$ cat src/rtl/prefetch_queue.sv
// prefetch_queue: in-order fetch FIFO that streams sequential addresses from memory,
// with flush redirect, bus hold and a registered head entry.
module prefetch_queue #(
  parameter int ADDR_WIDTH = 16,
  parameter int DATA_WIDTH = 8,
  parameter int DEPTH = 4
) (
  input  logic                     ph1,
  input  logic                     reset,
  output logic [ADDR_WIDTH-1:0]    address,
  output logic                     read_en,
  input  logic [DATA_WIDTH-1:0]    data_in,
  input  logic                     mem_ready,
  input  logic                     hold,
  input  logic                     flush,
  input  logic [ADDR_WIDTH-1:0]    flush_addr,
  input  logic                     pop,
  output logic [DATA_WIDTH-1:0]    head_data,
  output logic [ADDR_WIDTH-1:0]    head_pc,
  output logic                     head_valid,
  output logic [$clog2(DEPTH):0]   count
);
  localparam int PW = $clog2(DEPTH);
  localparam logic [PW:0] FULL = (PW+1)'(DEPTH);
  localparam logic [0:0] IDLE = 1'b0, RUN = 1'b1;
  logic [0:0] state;
  logic [ADDR_WIDTH-1:0] fpc;
  logic [PW-1:0] head, tail;
  logic [DATA_WIDTH-1:0] data_mem [DEPTH];
  logic [ADDR_WIDTH-1:0] pc_mem [DEPTH];
  logic push, pop_ok;
  // state resets asynchronously, so read_en drops the instant reset asserts
  assign read_en = state == RUN && count != FULL && !hold && !flush;
  assign push = read_en && mem_ready;
  assign pop_ok = pop && count != '0 && !flush;
  assign address = fpc;
  assign head_valid = count != '0;
  assign head_data = data_mem[head];
  assign head_pc = pc_mem[head];
  always_ff @(posedge ph1 or negedge reset)
    if (!reset) begin
      state <= IDLE;
      fpc <= '0;
      head <= '0;
      tail <= '0;
      count <= '0;
    end else if (flush) begin
      state <= RUN;
      fpc <= flush_addr;
      head <= '0;
      tail <= '0;
      count <= '0;
    end else begin
      if (push) begin
        fpc <= fpc + ADDR_WIDTH'(1);
        tail <= tail + PW'(1);
      end
      if (pop_ok) head <= head + PW'(1);
      count <= count + {{PW{1'b0}}, push} - {{PW{1'b0}}, pop_ok};
    end
  always_ff @(posedge ph1)
    if (push) begin
      data_mem[tail] <= data_in;
      pc_mem[tail] <= fpc;
    end
endmodule

$ cat config.mk
export PLATFORM = sky130hd
export DESIGN_NAME = prefetch_queue
export DESIGN_NICKNAME = d
export VERILOG_FILES = /design/src/rtl/prefetch_queue.sv
export SDC_FILE = /design/constraint.sdc
export NUM_CORES = 1
export LEC_CHECK = 0
export ABC_AREA = 1
export CAP_MARGIN = 30
export CORE_MARGIN = 2
export CORE_UTILIZATION = 49
export CTS_BUF_LIST = sky130_fd_sc_hd__clkbuf_16
export DETAILED_ROUTE_END_ITERATION = 8
export HOLD_SLACK_MARGIN = 0.05
export PLACE_DENSITY = 0.76
export SETUP_SLACK_MARGIN = 0.5
export SKIP_CTS_REPAIR_TIMING = 1
export SYNTH_ARGS = -nofsm -noshare
export SYNTH_HDL_FRONTEND = slang
export SYNTH_SLANG_ARGS = --single-unit
$ cat constraint.sdc
create_clock -name ph1 -period 2.12 [get_ports ph1]
set_input_delay 0.212 -clock ph1 [delete_from_list [all_inputs] [get_ports ph1]]
set_output_delay 0.212 -clock ph1 [all_outputs]
set_load 0.1 [all_outputs]
==> results of run 1 <==
layer usage:
| layer | share of wire | GRT usage | wire [µm] | up-vias |
|---|---|---|---|---|
| li1 | - | - | - | 1814 |
| met1 | 0.42 | 0.2949 | 5189 | 1929 |
| met2 | 0.52 | 0.3819 | 6408 | 158 |
| met3 | 0.057 | 0.04782 | 708 | 11 |
| met4 | 0.011 | 0.06579 | 133 | 0 |
| met5 | 0 | 0 | 0 | - |
placed cells by master, fill, tap and decap left out, types with 24 or more instances in the layout:
cell | netlist | routed
buf_12 | 0 | 33
nand3_1 | 40 | 40
nand2_1 | 76 | 72
o22ai_4 | 0 | 24
buf_4 | 0 | 26
edfxtp_1 | 96 | 96
o21ai_0 | 51 | 33
clkdlybuf4s50_1 | 0 | 29
inv_1 | 33 | 28
nor2_1 | 72 | 65
stage by stage:
step / util / power, µW / setup slack (ns) / TNS, ns / instance area [µm²]
floorplan: - / 5687 / -0.1647 / -0.2964 / 5573
global placement: 0.6592 / 6875 / -0.05597 / -0.05597 / 6744
detailed placement: 0.6592 / 6942 / -0.1267 / -0.1889 / 6744
CTS: 0.7155 / 9697 / 0.03070 / 0 / 7321
global route: 0.7307 / 10220 / 0.09121 / 0 / 7476
finish: 0.7307 / 9889 / 0.1537 / 0 / 7476
area by class of cell:
type | instances | area (µm²)
Fill cell | 680 | 2755
Clock inverter | 15 | 151.4
Inverter | 35 | 142.6
Sequential cell | 120 | 3518
Clock buffer | 17 | 425.4
Tap cell | 136 | 170.2
Timing Repair Buffer | 91 | 1207
Multi-Input combinational cell | 292 | 1861
worst max path at each step:
stage                        startpoint                 end  slack, ns  depth (start not counted)
finish               count[1]$_DFF_PN0_  count[1]$_DFF_PN0_       0.15                         10
global route         count[1]$_DFF_PN0_  count[2]$_DFF_PN0_       0.09                         11
detailed placement                flush  count[2]$_DFF_PN0_      -0.13                         12
CTS                 head[1]$_DFFE_PN0P_          head_pc[2]       0.03                          4
floorplan            count[2]$_DFF_PN0_  count[2]$_DFF_PN0_      -0.16                         11
global placement                  flush  count[2]$_DFF_PN0_      -0.06                         12
cell families after synthesis:
logic type	share of synthesized area
adders and majority gates	0.02102
DFF	0.6804
and+or+nand+nor	0.1640
xor gates and xnor gates	0.006844
buffers and inverters	0.04179
AOI/OAI and AO/OA	0.08602
state kept, by name, summed over array words and instances, names as in the netlist:
name and count:
head 2, count 3, pc_mem 64, tail 2, state 1, data_mem 32, address 16
worst max-delay path, cell delays in order, from the launching register on:
cell and delay, ns:
dfrtp_4 0.50, nor2_4 0.17, nand2_8 0.07, nand2_4 0.07
nor2_4 0.04, ha_4 0.21, inv_4 0.05, ha_4 0.12
inv_2 0.03, fa_2 0.55, nor2_1 0.04
power by group through the flow:
stage | logic (µW) | clock network [µW] | registers, µW
2_1_floorplan | 2400 | 0 | 3290
3_3_place_gp | 3970 | 0 | 2910
3_5_place_dp | 4020 | 0 | 2920
4_1_cts | 4030 | 2790 | 2880
5_1_grt | 4400 | 2910 | 2900
6_report | 4230 | 2770 | 2890
==> impl_summary.log, run 1 <==
[metrics] result of the run: finished, final reports clean
[metrics] port buffer count: 74
[metrics] worst rel slew slack: 0.7184
[metrics] part of the power in registers: 0.292
[metrics] most numerous cell in the Yosys netlist: edfxtp_1
[metrics] Cell Count, Final, Fillers Out: 706
[metrics] Synthesis Warnings: 0
[metrics] antenna violations before repair: 0
[metrics] Post-synth top cells: edfxtp_1, nand2_1, nor2_1, o21ai_0, nand3_1
[metrics] static leakage power: 0.002814 µW
[metrics] number of levels in the clock H-tree: 4
[metrics] Setup crit start kind: register
[metrics] layout-stage area growth over the synthesis result: 46.02%
[metrics] count of standard-cell rows: 37
[metrics] Die Ht: 106.2 µm
[metrics] number of synthesized register bits: 120
[metrics] clock transition at the registers of the reported paths: 0.06 ns
[metrics] vias per cell: 5.541
[metrics] count of unique library cells instantiated by Yosys: 26
[metrics] RSZ-0062 raised after global routing: true
[metrics] endpoint of the most critical register-to-register path: count[1]$_DFF_PN0_
[metrics] internal power contribution: 5838 µW
[metrics] mapped cell area: 0.005120 mm²
[metrics] wire length of the first global-routing pass: 19550 µm
[metrics] Crit Path Category: register to register
[metrics] flip-flop cell with the highest count after synthesis: edfxtp_1
[metrics] period utilization: 0.9275
[metrics] Syn Nets: 504
[metrics] Initial Util: 0.5004
[metrics] number of diodes: 0
[metrics] required time of the critical path: 2.42 ns
[metrics] post-synthesis cell count: 466
[metrics] fraction of layout instances using a drive strength above 1: 0.2825
[metrics] depth of the worst register-to-register path: 10
[metrics] later-pin clock latency in the skew report: 0.41 ns
[metrics] placed wire-length estimate after detailed placement: 7474 µm
[metrics] drt wl/cell: 17.62 µm
[metrics] transition at the pin with the smallest max-transition slack: 0.4209 ns
[metrics] final-stage net count: 595
[metrics] post-layout minimum cycle time: 1.966 ns
[metrics] Switching Power: 4051 µW
[metrics] count of TritonRoute iterations in the first routing pass: 5
[metrics] tightest hold margin: 0.1712 ns
[metrics] Critical R2R Launch: count[1]$_DFF_PN0_
[metrics] Inst Count DP: 669
[metrics] CP Capture Type: register
[metrics] overall die area: 0.01128 mm²
[metrics] combinational cell fraction of total power: 0.428
[metrics] largest clock skew in the final design: 0.01065 ns
[metrics] largest fanout on the critical path: 4
[metrics] via count: 3912
[metrics] Global Route Usage Sum: 0.2257
[metrics] Final Max Tran Viols: 0
[metrics] worst supply voltage drop on vdd: 0.0007071 V
[metrics] sequential element share of the synthesized area: 0.6804
[metrics] MaxCap Viol Count: 0
[metrics] number of setup violations in the final report: 0
[metrics] arrival time at the worst endpoint: 2.27 ns
[metrics] largest net degree at the start of global routing: 51
[metrics] Mean Syn Cell Area: 10.99 µm²
[metrics] CTS Buf Count: 17
[metrics] Clk pwr share: 0.280
[metrics] CORE AREA: 0.01023 mm²
[metrics] Ports: 75
[metrics] die outline width: 106.2 µm
[metrics] maximum buffer depth of the clock tree: 2
[metrics] CTS sink cnt: 120
[metrics] number of nets still failing antenna checks after routing: 0
[metrics] vias in the first global route: 3901
[metrics] grt total ovfl: 0
[metrics] area share of the largest cell type after synthesis: 0.5630
[metrics] clock root buffer: clkbuf_16
[metrics] Max Clock Freq: 508.6 MHz
[metrics] routability congestion estimate: 0.7852
[metrics] fraction of power spent switching nets: 0.4097
[metrics] drt total wl: 12440 µm
[metrics] reg-to-reg slack, setup: 0.15 ns
[metrics] Post-synth ARST share: 0.2000
[metrics] number of synthesized flops with an enable pin: 96
[metrics] library cell occupying the most area in the post-synthesis netlist: edfxtp_1
[metrics] classification of the worst-slack hold path: input port to asynchronous set/reset pin
[metrics] count of routing violations after the opening detailed-route iteration: 215
[metrics] PD cells: 1323 mW/mm²
[metrics] final number of hold-violating endpoints: 0
[metrics] DRC errors left: 0
[metrics] biggest area contributors in the synthesized netlist: edfxtp_1, dfrtp_1, nand2_1
[metrics] CTS tree: done
Note: power is estimated with default switching activity, not from simulation.
==> inputs of run 2 (changes only) <==
--- a/config.mk
+++ b/config.mk
@@ -6,13 +6,14 @@
 export NUM_CORES = 1
 export LEC_CHECK = 0
 export ABC_AREA = 1
-export CAP_MARGIN = 30
+export CAP_MARGIN = 20
+export CORE_ASPECT_RATIO = 2
 export CORE_MARGIN = 2
-export CORE_UTILIZATION = 49
+export CORE_UTILIZATION = 54
 export CTS_BUF_LIST = sky130_fd_sc_hd__clkbuf_16
 export DETAILED_ROUTE_END_ITERATION = 8
 export HOLD_SLACK_MARGIN = 0.05
-export PLACE_DENSITY = 0.76
+export PLACE_DENSITY = 0.79
 export SETUP_SLACK_MARGIN = 0.5
 export SKIP_CTS_REPAIR_TIMING = 1
 export SYNTH_ARGS = -nofsm -noshare
==> constraint.sdc (replaced) <==
create_clock -name ph1 -period 2 [get_ports ph1]
set_input_delay 0.2 -clock ph1 [delete_from_list [all_inputs] [get_ports ph1]]
set_output_delay 0.2 -clock ph1 [all_outputs]
set_load 0.1 [all_outputs]
==> run 2 against run 1 <==
  * Largest cell class unchanged
  * Critical path type is now register to output pin
  * Core utilization rose by 17 points
  * Critical path depth fell by 6
  * Non-clock buffer count rose by 29
  * The flow now finishes with violations (setup timing)
==> impl_summary.log, run 2 (synthesized netlist as in run 1, its figures left out) <==
[metrics] combinational cell fraction of total power: 0.453 (+0.025)
[metrics] vias in the first global route: 4274 (+9.6%)
[metrics] drt wl/cell: 25.32 µm (+44%)
[metrics] Die Ht: 141.7 µm (+33%)
[metrics] later-pin clock latency in the skew report: 0.42 ns (about the same)
[metrics] via count: 4414 (+13%)
[metrics] worst supply voltage drop on vdd: 0.0009868 V (+40%)
[metrics] Reg area: 0.003531 mm² (+0.36%)
[metrics] most common cell after layout, fill and taps aside: edfxtp_1
[metrics] CP Capture Type: output pin
[metrics] layout-stage area growth over the synthesis result: 64.15%
[metrics] tightest hold margin: 0.1620 ns (-0.009125 ns)
[metrics] area of the multi-input gates: 0.002337 mm² (+26%)
[metrics] Inst Count DP: 646 (-3.4%)
[metrics] period utilization: 1.019
[metrics] port buffer count: 74 (unchanged)
[metrics] Setup crit start kind: register
[metrics] Final Max Tran Viols: 0 (unchanged)
[metrics] vias per cell: 6.279 (+13%)
[metrics] MaxCap Viol Count: 0 (unchanged)
[metrics] static leakage power: 0.003131 µW (+11%)
[metrics] arrival time at the worst endpoint: 1.84 ns (-0.43 ns)
[metrics] number of nets still failing antenna checks after routing: 0 (unchanged)
[metrics] clock transition at the registers of the reported paths: 0.05 ns (about the same)
[metrics] worst rel slew slack: 0.6612 (-0.05721)
[metrics] CORE AREA: 0.009321 mm² (-8.9%)
[metrics] post-detailed-placement cell area: 0.007086 mm² (+5.1%)
[metrics] Clk pwr share: 0.283 (+0.003)
[metrics] internal power contribution: 6952 µW (+19%)
[metrics] antenna violations before repair: 0 (unchanged)
[metrics] placed wire-length estimate after detailed placement: 8392 µm (+12%)
[metrics] CTS Buf Count: 17 (unchanged)
[metrics] overall die area: 0.01032 mm² (-8.5%)
[metrics] count of standard-cell rows: 50 (+35%)
[metrics] Switching Power: 4805 µW (+19%)
[metrics] part of the power in registers: 0.264 (-0.028)
[metrics] count of routing violations after the opening detailed-route iteration: 487 (+130%)
[metrics] RSZ-0062 raised after global routing: true
[metrics] final number of hold-violating endpoints: 0 (unchanged)
[metrics] clock root buffer: clkbuf_16
[metrics] largest clock skew in the final design: 0.007880 ns (-0.002768 ns)
[metrics] PD cells: 1399 mW/mm² (+5.8%)
[metrics] Max Clock Freq: 490.6 MHz
[metrics] required time of the critical path: 1.80 ns (-0.62 ns)
[metrics] count of TritonRoute iterations in the first routing pass: 5 (unchanged)
[metrics] grt total ovfl: 0 (unchanged)
[metrics] maximum buffer depth of the clock tree: 2 (unchanged)
[metrics] failing checks: setup timing
[metrics] commonest cells after routing, fill and taps aside: edfxtp_1, nand2_1, nand3_1, buf_12, buf_4
[metrics] Initial Util: 0.5493 (+0.04883)
[metrics] result of the run: complete, but fails checks
[metrics] classification of the worst-slack hold path: input port to asynchronous set/reset pin
[metrics] final setup margin: -0.03843 ns (-0.1921 ns)
[metrics] largest fanout on the critical path: 13 (+9)
[metrics] Filler Cells Inserted: 329 (-52%)
[metrics] post-route cell area: 0.008404 mm² (+12%)
[metrics] number of flip-flops under the largest register name: 64 (unchanged)
[metrics] Ports: 75 (unchanged)
[metrics] Crit Path Category: register to output pin
[metrics] number of diodes: 0 (unchanged)
[metrics] register with the most flip-flops: pc_mem
[metrics] DRC errors left: 0 (unchanged)
[metrics] post-layout minimum cycle time: 2.038 ns
[metrics] Util after Layout: 0.9016 (+0.1709)
[metrics] CTS tree: done
[metrics] Cell Count, Final, Fillers Out: 703 (-0.42%)
[metrics] die outline width: 72.85 µm (-31%)
[metrics] CTS sink cnt: 120 (unchanged)
[metrics] Global Route Usage Sum: 0.2874 (+0.06175)
[metrics] fraction of layout instances using a drive strength above 1: 0.4274 (+0.1449)
[metrics] number of levels in the clock H-tree: 4 (unchanged)
[metrics] transition at the pin with the smallest max-transition slack: 0.5063 ns (+0.08549 ns)
[metrics] final-stage net count: 624 (+4.9%)
[metrics] drt total wl: 17800 µm (+43%)
[metrics] fraction of power spent switching nets: 0.4087 (-0.0009540)
[metrics] wire length of the first global-routing pass: 21690 µm (+11%)
[metrics] largest net degree at the start of global routing: 50 (-2.0%)
[metrics] number of setup violations in the final report: 1 (+1)
[metrics] routability congestion estimate: 0.8984 (+14%)
==> run 2: cell count changes in the layout (fill, tap and decap cells not counted), sizes merged <==
| cell | change |
|---|---|
| buf | +21 |
| clkbuf | +8 |
| bufinv | +3 |
| inv | -2 |
| clkinv | -1 |
==> run 2: cell type report <==
type                            count  area share
Timing Repair Buffer              120      0.1929
Sequential cell                   120      0.4201
Tap cell                          104     0.01548
Clock buffer                       17     0.05062
Clock inverter                     15     0.02486
Multi-Input combinational cell    292      0.2781
Inverter                           35     0.01787
==> run 2: power by group through the flow <==
stage / sequential [µW] / combinational (µW) / clock [µW]
final: 3100 / 5320 / 3330
after global routing: 3110 / 5470 / 3440
after CTS: 3060 / 4630 / 3290
after detailed placement: 3100 / 4590 / 0
after global placement: 3090 / 4500 / 0
after floorplan: 3500 / 2870 / 0
==> run 2: per-layer routing <==
layer,vias to the layer above,wire (µm),global-route usage
met2,306,9816,0.5311
met1,2151,5898,0.2951
li1,1876,-,-
met4,0,895,0.1394
met3,81,1187,0.06108
met5,-,0,0
==> run 2: stage by stage <==
stage | setup TNS [ns] | setup slack [ns] | total power [µW]
4_1_cts | -1.730 | -0.2150 | 10980
3_3_place_gp | -0.2600 | -0.1567 | 7595
3_5_place_dp | -0.3678 | -0.2212 | 7691
6_report | -0.03843 | -0.03843 | 11760
5_1_grt | -0.09048 | -0.03019 | 12020
2_1_floorplan | -0.5364 | -0.2847 | 6373
==> run 2: critical path, stage by stage, from the launching register on <==
cell and delay [ns]:
dfrtp_2 0.51, buf_12 0.20, o21ai_1 0.35, o22ai_4 0.15
buf_12 0.19
==> run 2: path summary, 6_finish.rpt <==
kind / startpoint / endpoint / slack [ns] / depth (start not counted)
max: head[0]$_DFFE_PN0P_ / head_pc[6] / -0.04 / 4
min: reset / head[1]$_DFFE_PN0P_ / 0.16 / 2
max reg2reg: count[1]$_DFF_PN0_ / count[1]$_DFF_PN0_ / 0.03 / 10
min reg2reg: state$_DFFE_PN0P_ / state$_DFFE_PN0P_ / 0.51 / 2
max in group asynchronous: reset / address[3]$_DFFE_PN0P_ / 1.54 / 2
min in group ph1: flush_addr[9] / address[9]$_DFFE_PN0P_ / 0.36 / 3
==> inputs of run 3 (changes only) <==
--- a/config.mk
+++ b/config.mk
@@ -15,7 +15,6 @@
 export HOLD_SLACK_MARGIN = 0.05
 export PLACE_DENSITY = 0.79
 export SETUP_SLACK_MARGIN = 0.5
-export SKIP_CTS_REPAIR_TIMING = 1
 export SYNTH_ARGS = -nofsm -noshare
 export SYNTH_HDL_FRONTEND = slang
 export SYNTH_SLANG_ARGS = --single-unit
==> run 3 against run 2 <==
  * The run now fails in global routing (5_1_grt)
  * Synthesized cell count is the same
  * Area after synthesis unchanged
==> impl_summary.log, run 3 <==
[metrics] count of standard-cell rows: 50 (unchanged)
[metrics] CTS Buf Count: 17 (unchanged)
[metrics] number of synthesized register bits: 120 (unchanged)
[metrics] Failed at: global routing (5_1_grt)
[metrics] library cell occupying the most area in the post-synthesis netlist: edfxtp_1
[metrics] Synthesis Warnings: 0 (unchanged)
[metrics] Die Ht: 141.7 µm (unchanged)
[metrics] flip-flop cell with the highest count after synthesis: edfxtp_1
[metrics] post-synthesis cell count: 466 (unchanged)
[metrics] Adder-Cell Fraction of Synth Area: 0.02102 (unchanged)
[metrics] clock root buffer: clkbuf_16
[metrics] routability congestion estimate: 0.8984 (unchanged)
[metrics] die outline width: 72.85 µm (unchanged)
[metrics] multiplexer share of the synthesized area: 0 (unchanged)
[metrics] number of synthesized flops with an enable pin: 96 (unchanged)
[metrics] Syn Nets: 504 (unchanged)
[metrics] placed wire-length estimate after detailed placement: 8392 µm (unchanged)
[metrics] biggest area contributors in the synthesized netlist: edfxtp_1, dfrtp_1, nand2_1
[metrics] sequential element share of the synthesized area: 0.6804 (unchanged)
[metrics] run-stopping error: [ERROR DPL-0038] Utilization greater than 100%, impossible to legalize
[metrics] main combinational cell family by area after synthesis: simple AND/OR/NAND/NOR gates
[metrics] Post-synth ARST share: 0.2000 (unchanged)
[metrics] result of the run: aborted with a tool error
[metrics] Mean Syn Cell Area: 10.99 µm² (unchanged)
[metrics] simple logic cell fraction of the synthesized area: 0.1640 (unchanged)
[metrics] most numerous cell in the Yosys netlist: edfxtp_1
[metrics] worst slack after detailed placement: -0.2212 ns (unchanged)
[metrics] post-synthesis compound-gate area fraction: 0.08602 (unchanged)
[metrics] last worst endpoint in the global-route repair_timing: count[2]$_DFF_PN0_/D
[metrics] mapped cell area: 0.005120 mm² (unchanged)
[metrics] number of levels in the clock H-tree: 4 (unchanged)
[metrics] Worst EP kind: register data pin
[metrics] Post-synth top cells: edfxtp_1, nand2_1, nor2_1, o21ai_0, nand3_1
[metrics] post-detailed-placement cell area: 0.007086 mm² (unchanged)
[metrics] count of unique library cells instantiated by Yosys: 26 (unchanged)
[metrics] Initial Util: 0.5493 (unchanged)
[metrics] CTS sink cnt: 120 (unchanged)
[metrics] Synth Area in XOR/XNOR: 0.006843 (unchanged)
[metrics] largest net degree at the start of global routing: 26
[metrics] port buffer count: 74 (unchanged)
[metrics] Ports: 75 (unchanged)
[metrics] area share of the largest cell type after synthesis: 0.5630 (unchanged)
[metrics] maximum buffer depth of the clock tree: 2 (unchanged)
## run 3: cell counts after synthesis
No cell type changed its count.
## run 3: cell families after synthesis
family                     after synthesis
buffers and inverters                   54
AOI/OAI and AO/OA                       81
and+or+nand+nor                        199
adders and majority gates                8
xor gates and xnor gates                 4
DFF                                    120
## run 3: timing repair
| item | CTS |
|---|---|
| cloned | 15 |
| pin swaps | 20 |
| setup buffers | 25 |
| hold buffers | 0 |
| gates resized for setup | 74 |
| endpoints found under the setup margin | 143 |
## run 3: metrics by stage
step	hold WS [ns]	cells	util
after floorplan	-0.09559	466	-
after global placement	0.4835	646	0.7601
after detailed placement	0.4892	646	0.7601
after CTS	0.1623	718	0.9150
==> inputs of run 4 (changes only) <==
==> config.mk (replaced) <==
export PLATFORM = sky130hd
export DESIGN_NAME = prefetch_queue
export DESIGN_NICKNAME = d
export VERILOG_FILES = /design/src/rtl/prefetch_queue.sv
export SDC_FILE = /design/constraint.sdc
export NUM_CORES = 1
export LEC_CHECK = 0
export ABC_AREA = 1
export CAP_MARGIN = 20
export CORE_MARGIN = 2
export CORE_UTILIZATION = 40
export DETAILED_ROUTE_END_ITERATION = 8
export PLACE_DENSITY_LB_ADDON = 0.15
export SYNTH_ARGS = -nofsm -noshare
export SYNTH_HDL_FRONTEND = slang
export SYNTH_SLANG_ARGS = --single-unit
==> run 4 against run 3 <==
  * The flow now finishes, with violations (setup timing)
==> impl_summary.log, run 4 (synthesized netlist as in run 1, its figures left out) <==
[metrics] largest clock skew in the final design: 0.01050 ns
[metrics] post-detailed-placement cell area: 0.006646 mm² (-6.2%)
[metrics] commonest cells after routing, fill and taps aside: edfxtp_1, nand2_1, nor2_1, o21ai_0, nand3_1
[metrics] CP cell instances: nor2_4 -> nand2_8 -> nand2_4 -> nor2_1 -> ha_1 -> inv_1 -> ha_1 -> inv_2 -> fa_2 -> nor2_1
[metrics] largest fanout on the critical path: 3
[metrics] routability congestion estimate: 0.7980 (-11%)
[metrics] crit path max-delay cell type: fa_2
[metrics] grt total ovfl: 0
[metrics] final number of hold-violating endpoints: 0
[metrics] number of setup violations in the final report: 1
[metrics] Setup crit start kind: register
[metrics] area of the multi-input gates: 0.001637 mm²
[metrics] wire length of the first global-routing pass: 18290 µm
[metrics] die outline width: 117.1 µm (+61%)
[metrics] CORE AREA: 0.01257 mm²
[metrics] worst rel slew slack: 0.7058
[metrics] largest net degree at the start of global routing: 51
[metrics] CTS sink cnt: 120 (unchanged)
[metrics] maximum buffer depth of the clock tree: 2 (unchanged)
[metrics] Max Clock Freq: 498.1 MHz
[metrics] DRC errors left: 0
[metrics] final setup margin: -0.007725 ns
[metrics] post-route cell area: 0.007311 mm²
[metrics] reg-to-reg slack, setup: -0.008 ns
[metrics] Global Route Usage Sum: 0.1802
[metrics] CTS tree: done
[metrics] vias per cell: 5.057
[metrics] port buffer count: 74 (unchanged)
[metrics] CTS Buf Count: 17 (unchanged)
[metrics] RSZ-0062 raised after global routing: true
[metrics] period utilization: 1.004
[metrics] static leakage power: 0.002862 µW
[metrics] required time of the critical path: 2.30 ns
[metrics] Filler Cells Inserted: 1032
[metrics] count of TritonRoute iterations in the first routing pass: 4
[metrics] placed wire-length estimate after detailed placement: 7365 µm (-12%)
[metrics] PD cells: 1412 mW/mm²
[metrics] Die Ht: 117.1 µm (-17%)
[metrics] drt total wl: 11590 µm
[metrics] transition at the pin with the smallest max-transition slack: 0.4396 ns
[metrics] number of flip-flops under the largest register name: 64
[metrics] depth of the worst register-to-register path: 10
[metrics] CP Launch Point: count[2]$_DFF_PN0_
[metrics] final-stage net count: 602
[metrics] classification of the worst-slack hold path: input port to asynchronous set/reset pin
[metrics] most common cell after layout, fill and taps aside: edfxtp_1
[metrics] result of the run: complete, but fails checks
[metrics] clock root buffer: clkbuf_16
[metrics] Critical R2R Launch: count[2]$_DFF_PN0_
[metrics] register with the most flip-flops: pc_mem
[metrics] count of standard-cell rows: 41 (-18%)
[metrics] Initial Util: 0.4074 (-0.1419)
[metrics] Crit Path Category: register to register
[metrics] fraction of layout instances using a drive strength above 1: 0.2409
[metrics] worst supply voltage drop on vdd: 0.0006161 V
[metrics] arrival time at the worst endpoint: 2.31 ns
[metrics] MaxCap Viol Count: 0
[metrics] post-layout minimum cycle time: 2.008 ns
[metrics] count of routing violations after the opening detailed-route iteration: 248
[metrics] clock transition at the registers of the reported paths: 0.05 ns
[metrics] failing checks: setup timing
[metrics] Critical Path Max Stage Delay: 0.51 ns
[metrics] drt wl/cell: 15.48 µm
[metrics] number of nets still failing antenna checks after routing: 0
[metrics] Ports: 75 (unchanged)
[metrics] later-pin clock latency in the skew report: 0.41 ns
[metrics] Util after Layout: 0.5817
[metrics] overall die area: 0.01372 mm²
[metrics] number of diodes: 0
[metrics] antenna violations before repair: 0
[metrics] Reg area: 0.003497 mm²
[metrics] number of levels in the clock H-tree: 4 (unchanged)
[metrics] layout-stage area growth over the synthesis result: 42.79%
[metrics] via count: 3788
[metrics] CP Capture Type: register
[metrics] vias in the first global route: 3686
[metrics] Final Max Tran Viols: 0
-- run 4: where the power goes --
group | switching, µW | internal, µW | leakage (µW) | total [µW]
combinational | 2810 | 1310 | 0.00141 | 4120
sequential | 168 | 2860 | 0.00116 | 3030
clock | 993 | 2190 | 0.000295 | 3180
-- run 4: worst max-delay path, delay by kind of cell, from the launching register on --
| kind | cells | cell delay (ns) |
|---|---|---|
| adder cells (fa/ha/maj) | 3 | 0.92 |
| flip-flops | 1 | 0.49 |
| AND/OR/NAND/NOR | 5 | 0.39 |
| buffers and inverters | 2 | 0.10 |
-- run 4: final timing paths --
kind	endpoint
worst min-delay path	address[13]$_DFFE_PN0P_
worst max register to register	count[1]$_DFF_PN0_
min in group ph1	address[4]$_DFFE_PN0P_
worst max-delay path	count[1]$_DFF_PN0_
max in group asynchronous	count[1]$_DFF_PN0_
worst min register to register	state$_DFFE_PN0P_
-- run 4: area by class of cell --
class,count,share of cell area
inverter,35,0.01797
sequential,120,0.4783
clock buffer,21,0.06024
multi-input combinational,292,0.2239
timing repair buffer,98,0.1658
tap,172,0.02944
clock inverter,11,0.02430
-- run 4: timing repair --
action,4_1_cts,5_1_grt
pin swaps,1,2
endpoints found under the setup margin,1,13
buffers inserted,1,0
gates cloned,0,1
hold buffers,0,0
gates resized for setup,2,6
-- run 4: through the flow --
step | instances | TNS (ns) | hold slack, ns | setup WS (ns) | power (µW)
floorplan | 466 | -0.5894 | -0.09559 | -0.3238 | 5762
global placement | 715 | -0.3708 | 0.4850 | -0.2248 | 7111
detailed placement | 715 | -0.4888 | 0.5194 | -0.2891 | 7148
CTS | 748 | -0.02009 | 0.1610 | -0.02009 | 10360
global route | 749 | -0.1211 | 0.1838 | -0.06178 | 10710
finish | 749 | -0.007725 | 0.1630 | -0.007725 | 10330
-- run 4: per-layer routing --
layer,GRT usage,vias up,routed length [µm]
met3,0.05510,12,603
li1,-,1827,-
met5,0,-,0
met1,0.2201,1831,5095
met4,0.06510,0,158
met2,0.3040,118,5734
